## config.mk

```make
export PLATFORM = sky130hd
export DESIGN_NAME = secded_pipe_decoder
export DESIGN_NICKNAME = d
export VERILOG_FILES = /design/src/rtl/secded_pkg.sv /design/src/rtl/secded_syndrome.sv /design/src/rtl/secded_pipe_decoder.sv
export SDC_FILE = /design/constraint.sdc
export NUM_CORES = 1
export LEC_CHECK = 0
export CAP_MARGIN = 30
export CORE_ASPECT_RATIO = 0.5
export CORE_MARGIN = 10
export CORE_UTILIZATION = 57
export CTS_BUF_LIST = sky130_fd_sc_hd__clkbuf_2 sky130_fd_sc_hd__clkbuf_4 sky130_fd_sc_hd__clkbuf_8
export DETAILED_ROUTE_END_ITERATION = 12
export PLACE_DENSITY = 0.88
export SLEW_MARGIN = 20
export SYNTH_ARGS = -nofsm -noshare
export SYNTH_HDL_FRONTEND = slang
export SYNTH_SLANG_ARGS = --single-unit
export TNS_END_PERCENT = 10
```

## constraint.sdc

```tcl
create_clock -name gclk -period 5.5 [get_ports gclk]
set_input_delay 0.55 -clock gclk [delete_from_list [all_inputs] [get_ports gclk]]
set_output_delay 0.55 -clock gclk [all_outputs]
set_load 0.02 [all_outputs]
```

## src/rtl/secded_pkg.sv

```systemverilog
// Shared helpers for the SEC-DED decoder: codeword position mapping and the
// error classification type.
package secded_pkg;

    typedef enum logic [1:0] {CLEAN, SEC, DED} err_class_e;

    function automatic bit is_pow2(input int x);
        return (x > 0) && ((x & (x - 1)) == 0);
    endfunction

    // Data bit i lands on the i-th position (from 1) that is not a power of two.
    function automatic int pos_of_data(input int i);
        int pos;
        int cnt;
        pos = 0;
        cnt = -1;
        while (cnt < i) begin
            pos++;
            if (!is_pow2(pos)) cnt++;
        end
        return pos;
    endfunction

    function automatic int min_check_bits(input int dw);
        int p;
        p = 1;
        while ((1 << p) < dw + p + 1) p++;
        return p;
    endfunction

endpackage

```

## src/rtl/secded_syndrome.sv

```systemverilog
// Combinational Hamming syndrome and overall-parity generator.
module secded_syndrome
    import secded_pkg::*;
#(
    parameter int DATA_W = 32,
    parameter int P      = 6
) (
    input  logic [DATA_W-1:0] d,
    input  logic [P-1:0]      c,
    input  logic              par,
    output logic [P-1:0]      syn,
    output logic              perr
);

    logic [DATA_W-1:0][P-1:0] term;

    for (genvar i = 0; i < DATA_W; i++) begin : g_term
        localparam int POS = pos_of_data(i);
        assign term[i] = d[i] ? P'(POS) : '0;
    end

    // Check bit k sits at position 2**k, so the set check bits contribute c itself.
    always_comb begin
        syn = c;
        for (int i = 0; i < DATA_W; i++) syn = syn ^ term[i];
    end

    assign perr = ^{d, c, par};

endmodule

```

## src/rtl/secded_pipe_decoder.sv

```systemverilog
// Two-stage elastic SEC-DED decoder with saturating error counters.
// Define ERR_INJECT_EN to add the ginj_mask/ginj_en fault-injection ports.
module secded_pipe_decoder
    import secded_pkg::*;
#(
    parameter int DATA_W = 32,
    parameter int P      = 6,
    parameter int CNT_W  = 16
) (
    input  logic              gclk,
    input  logic              grst_n,
    input  logic              gin_valid,
    output logic              gin_ready,
    input  logic [DATA_W-1:0] gid,
    input  logic [P-1:0]      gic,
    input  logic              gip,
    output logic              gout_valid,
    input  logic              gout_ready,
    output logic [DATA_W-1:0] god,
    output logic [P-1:0]      gsyn,
    output logic              gsec,
    output logic              gded,
    input  logic              gcnt_clr,
    output logic [CNT_W-1:0]  gcnt_sec,
    output logic [CNT_W-1:0]  gcnt_ded
`ifdef ERR_INJECT_EN
    ,
    input  logic [DATA_W+P:0] ginj_mask,
    input  logic              ginj_en
`endif
);

    localparam int N      = DATA_W + P;
    localparam int STAGES = 2;

    if (DATA_W < 4 || DATA_W > 64) begin : g_bad_width
        $error("secded_pipe_decoder: DATA_W must be within 4..64");
    end
    if (P < min_check_bits(DATA_W)) begin : g_bad_p
        $error("secded_pipe_decoder: P too small, need 2**P >= DATA_W+P+1");
    end

    typedef struct packed {
        logic [DATA_W-1:0] d;
        logic [P-1:0]      syn;
        logic              perr;
    } s1_t;

    logic [STAGES:1]   vld_pipe;
    logic              adv2, acc, out_hs;
    logic [DATA_W-1:0] rx_d, hit, cor_d;
    logic [P-1:0]      rx_c, syn_c;
    logic              rx_p, perr_c;
    s1_t               s1;
    err_class_e        cls;

`ifdef ERR_INJECT_EN
    assign {rx_p, rx_c, rx_d} = {gip, gic, gid} ^ (ginj_en ? ginj_mask : '0);
`else
    assign {rx_p, rx_c, rx_d} = {gip, gic, gid};
`endif

    secded_syndrome #(.DATA_W(DATA_W), .P(P)) u_syn (
        .d    (rx_d),
        .c    (rx_c),
        .par  (rx_p),
        .syn  (syn_c),
        .perr (perr_c)
    );

    assign adv2       = !vld_pipe[2] || gout_ready;
    assign gin_ready  = !vld_pipe[1] || adv2;
    assign acc        = gin_valid && gin_ready;
    assign gout_valid = vld_pipe[2];
    assign out_hs     = vld_pipe[2] && gout_ready;

    always_ff @(posedge gclk) begin
        if (!grst_n) begin
            vld_pipe[1] <= 1'b0;
            s1          <= '0;
        end else if (gin_ready) begin
            vld_pipe[1] <= gin_valid;
            if (acc) s1 <= '{d: rx_d, syn: syn_c, perr: perr_c};
        end
    end

    for (genvar i = 0; i < DATA_W; i++) begin : g_hit
        localparam int POS = pos_of_data(i);
        assign hit[i] = (s1.syn == P'(POS));
    end

    // A syndrome naming a check position or zero matches no data bit, so data passes through.
    always_comb begin
        cls = CLEAN;
        if (s1.perr) cls = (int'(s1.syn) > N) ? DED : SEC;
        else if (s1.syn != '0) cls = DED;
    end

    assign cor_d = (cls == SEC) ? (s1.d ^ hit) : s1.d;

    always_ff @(posedge gclk) begin
        if (!grst_n) begin
            vld_pipe[2] <= 1'b0;
            god         <= '0;
            gsyn        <= '0;
            gsec        <= 1'b0;
            gded        <= 1'b0;
        end else if (adv2) begin
            vld_pipe[2] <= vld_pipe[1];
            if (vld_pipe[1]) begin
                god  <= cor_d;
                gsyn <= s1.syn;
                gsec <= (cls == SEC);
                gded <= (cls == DED);
            end
        end
    end

    // Clear has priority over a same-cycle increment.
    always_ff @(posedge gclk) begin
        if (!grst_n || gcnt_clr) begin
            gcnt_sec <= '0;
            gcnt_ded <= '0;
        end else if (out_hs) begin
            if (gsec && gcnt_sec != '1) gcnt_sec <= gcnt_sec + CNT_W'(1);
            if (gded && gcnt_ded != '1) gcnt_ded <= gcnt_ded + CNT_W'(1);
        end
    end

endmodule

```

==> metrics.yaml <==
clocking:
  clock_sinks: 113
  path_clk_slew_ps: 60
  hold_buffers: 0
  clk_latency_ps: 430
  cts_resized: 0
  clockBufferDepth: 2
  cts_tree: "done"
  post_cts_buffers: 0
  cts_buffers: 17
  clk_root_buffer_cell: "clkbuf_8"
  htree_levels: 4
worst_setup_path:
  worst-path-max-fanout: 5
  path_class: "input port to primary output"
  slowest_stage: "clkdlybuf4s50_1"
  critPathMostFrequentCell: "clkdlybuf4s50_1"
  cp.arrival_ps: 2140
  worstPathRequired_ps: 4950
  cp_slowest_stage_delay_ps: 580
  end_kind: "primary output"
  critPathLaunchType: "input port"
  crit_path_cell_trace: "clkdlybuf4s50_1 -> nor2b_1 -> nand2_1 -> clkdlybuf4s50_1"
timing:
  hold_viol: 0
  finalSetupViolCount: 0
  setup_tns_ps: 0
  skew_ps: 10.5
  slew_headroom_pct: 52.1
  setup_ws_ps: 2810
  tightest_slew_ps: 713
  post-route-min-period_ps: 2690
  max_freq_ghz: 0.372
  timing.final.crit_share_pct: 48.9
  rsz0062_at_grt: "no"
  slew_violations: 0
global_routing:
  grt_antenna_before_repair: 0
  grt.overflow.total: 0
  grt_pass1_vias: 4834
  globalRouteTotalUtil_pct: 20.9
  grt_max_degree: 72
  grt_pass1_wl_um: 24200
layout:
  area_growth_pct: 31.3
  fin_cells: 912
  fin_nets: 810
  nFillCells: 668
  diodes: 0
  drive_above_1_share_pct: 5.41
die:
  die-area_um2: 14200
  die_w_um: 159
  num_rows: 25
  fp.dieH_um: 89.4
  pin_count: 118
  initial_utilization_pct: 58.3
  core_area_um2: 9420
detailed_routing:
  vias: 5026
  drtPass1Iterations: 5
  viasPerCell: 5.51
  route.final.wire_length_um: 15000
  drt_iter0_markers: 380
  wl_per_cell_um: 16.4
  ant_nets: 0
  drc: 0
power:
  leakagePower_nw: 2.50
  p_sw_w: 0.000655
  p_int_w: 0.00165
  p_per_area_nw_per_um2: 320
  clock_power_share_pct: 37.9
  sequentialPowerShare_pct: 40.9
  pwr-share-comb_pct: 21.2
  switching_share_pct: 28.4
  ir_drop_uv: 176
logic_synthesis:
  synthTopCellsByArea: "dfxtp_1 (41%), xnor2_1 (11%), nand2_1 (7.9%)"
  yosysTopAreaCell: "dfxtp_1"
  synth_edf_count: 0
  syn_area_um2: 5490
  synth-seq-cells: 113
  synthDistinctLibCells: 39
  avgSynthCellArea_um2: 8.38
  synth_nets: 701
  async_flop_share_pct: 0
  synth_ff_type: "dfxtp_1"
  yosysWarnings: 0
  synthCells: 655
  yosysTopAreaCellShare_pct: 41.2
  synth.yosys.seq_area_share_pct: 41.2
placement:
  port_buffers: 117
  dp_cells: 880
  dp_hpwl_um: 11000
  place.gp.congestion: 0.904
  post-place-ws_ps: 2670
job:
  maxCapViolations: 0
status:
  status: "finished, final reports clean"
min_path:
  hp-class: "flop to flop"
## cell usage in the layout (no fill, tap or decap), types with 2 or more instances in the layout
cell type and count:
nand3b_1 2, o21ai_0 10, nand3_1 18, bufinv_16 4, nor2b_1 5, clkbuf_4 2
a311oi_1 8, nor3_1 12, xor2_1 41, dfxtp_1 113, nor2_1 85, nand2_1 115
and4_1 3, mux2i_1 3, xnor2_1 70, nor4_1 4, clkdlybuf4s50_1 117, buf_4 4
inv_1 3, xnor3_1 6, a211oi_1 28, nand2b_1 7, or3_1 9, clkbuf_8 20
nor3b_1 2, and3_1 6, nand4_1 8, a21oi_1 46, clkinv_2 4, and2_1 4
ha_1 2
## metal layers
metal	part of all wire, %	vias up	routed length (um)	GRT usage (%)
met1	44	2338	6520	25.0
met5	0	-	0	0
met4	1.8	0	269	8.94
li1	-	2420	-	-
met2	47	240	6990	35.4
met3	8.0	28	1200	5.47
## synth_stat cells, types with 6 or more instances
cell type / number
a211oi_1: 28
a21oi_1: 46
a311oi_1: 8
and3_1: 6
clkbuf_1: 28
dfxtp_1: 113
nand2_1: 115
nand2b_1: 7
nand3_1: 18
nand4_1: 8
nor2_1: 85
nor2b_1: 6
nor3_1: 12
o21ai_0: 10
or3_1: 9
xnor2_1: 70
xnor3_1: 6
xor2_1: 41
## logic make-up (layout without fill, tap and decap cells)
family | Yosys count | count (layout) | share of synthesized area, %
XOR/XNOR | 121 | 121 | 21.6
buffers and inverters | 36 | 158 | 2.46
AO/OA/AOI/OAI | 98 | 98 | 11.1
AND/OR/NAND/NOR | 282 | 282 | 22.6
flip-flops | 113 | 113 | 41.2
multiplexers | 3 | 3 | 0.547
adder cells (fa/ha/maj) | 2 | 2 | 0.456
## worst paths after layout
path              depth (start not counted)  slack, ps                startpoint                        to
setup / recovery                          4       2810                gout_ready                 gin_ready
hold / removal                            2        460      gsyn[4]$_SDFFE_PN0P_      gsyn[4]$_SDFFE_PN0P_
setup reg to reg                          6       3520  gcnt_sec[7]$_SDFFE_PP0P_  gcnt_sec[8]$_SDFFE_PP0P_
hold reg to reg                           2        460      gsyn[4]$_SDFFE_PN0P_      gsyn[4]$_SDFFE_PN0P_
## final cells by class
class,instances,area [um2],area share [%]
Clock buffer,22,290,4.03
Clock inverter,10,156,2.17
Inverter,4,15.0,0.208
Multi-Input combinational cell,506,3100,43.0
Sequential cell,113,2260,31.4
Tap cell,135,169,2.34
Timing Repair Buffer,122,1220,16.9
## worst max-delay path: cells and delay by family
family	cells	cell delay (ps)
buffers and inverters	2	1040
and+or+nand+nor	2	550
## power by group through the flow
stage | Clock, W | Combinational (W) | Sequential [W]
2_1_floorplan | 0 | 0.000331 | 0.000942
6_report | 0.000873 | 0.000489 | 0.000943
3_5_place_dp | 0 | 0.000483 | 0.000957
4_1_cts | 0.000883 | 0.000488 | 0.000939
3_3_place_gp | 0 | 0.000470 | 0.000954
5_1_grt | 0.000917 | 0.000527 | 0.000949
## metrics by stage
stage | total power (W) | util, % | hold WS, ps | area (um2)
floorplan | 0.00127 | - | 441 | 5490
global placement | 0.00142 | 71.7 | 443 | 6750
detailed placement | 0.00144 | 71.8 | 449 | 6760
CTS | 0.00231 | 76.6 | 457 | 7210
global route | 0.00239 | 76.6 | 488 | 7210
finish | 0.00231 | 76.6 | 461 | 7210
## sequential cells by signal (all words and copies together) (netlist names)
| signal | flops |
|---|---|
| god | 32 |
| gcnt_ded | 16 |
| vld_pipe | 1 |
| gcnt_sec | 16 |
| gsec | 1 |
| gout_valid | 1 |
| s1 | 39 |
| gsyn | 6 |
| gded | 1 |
No activity file was read; power rests on OpenSTA's default activity.
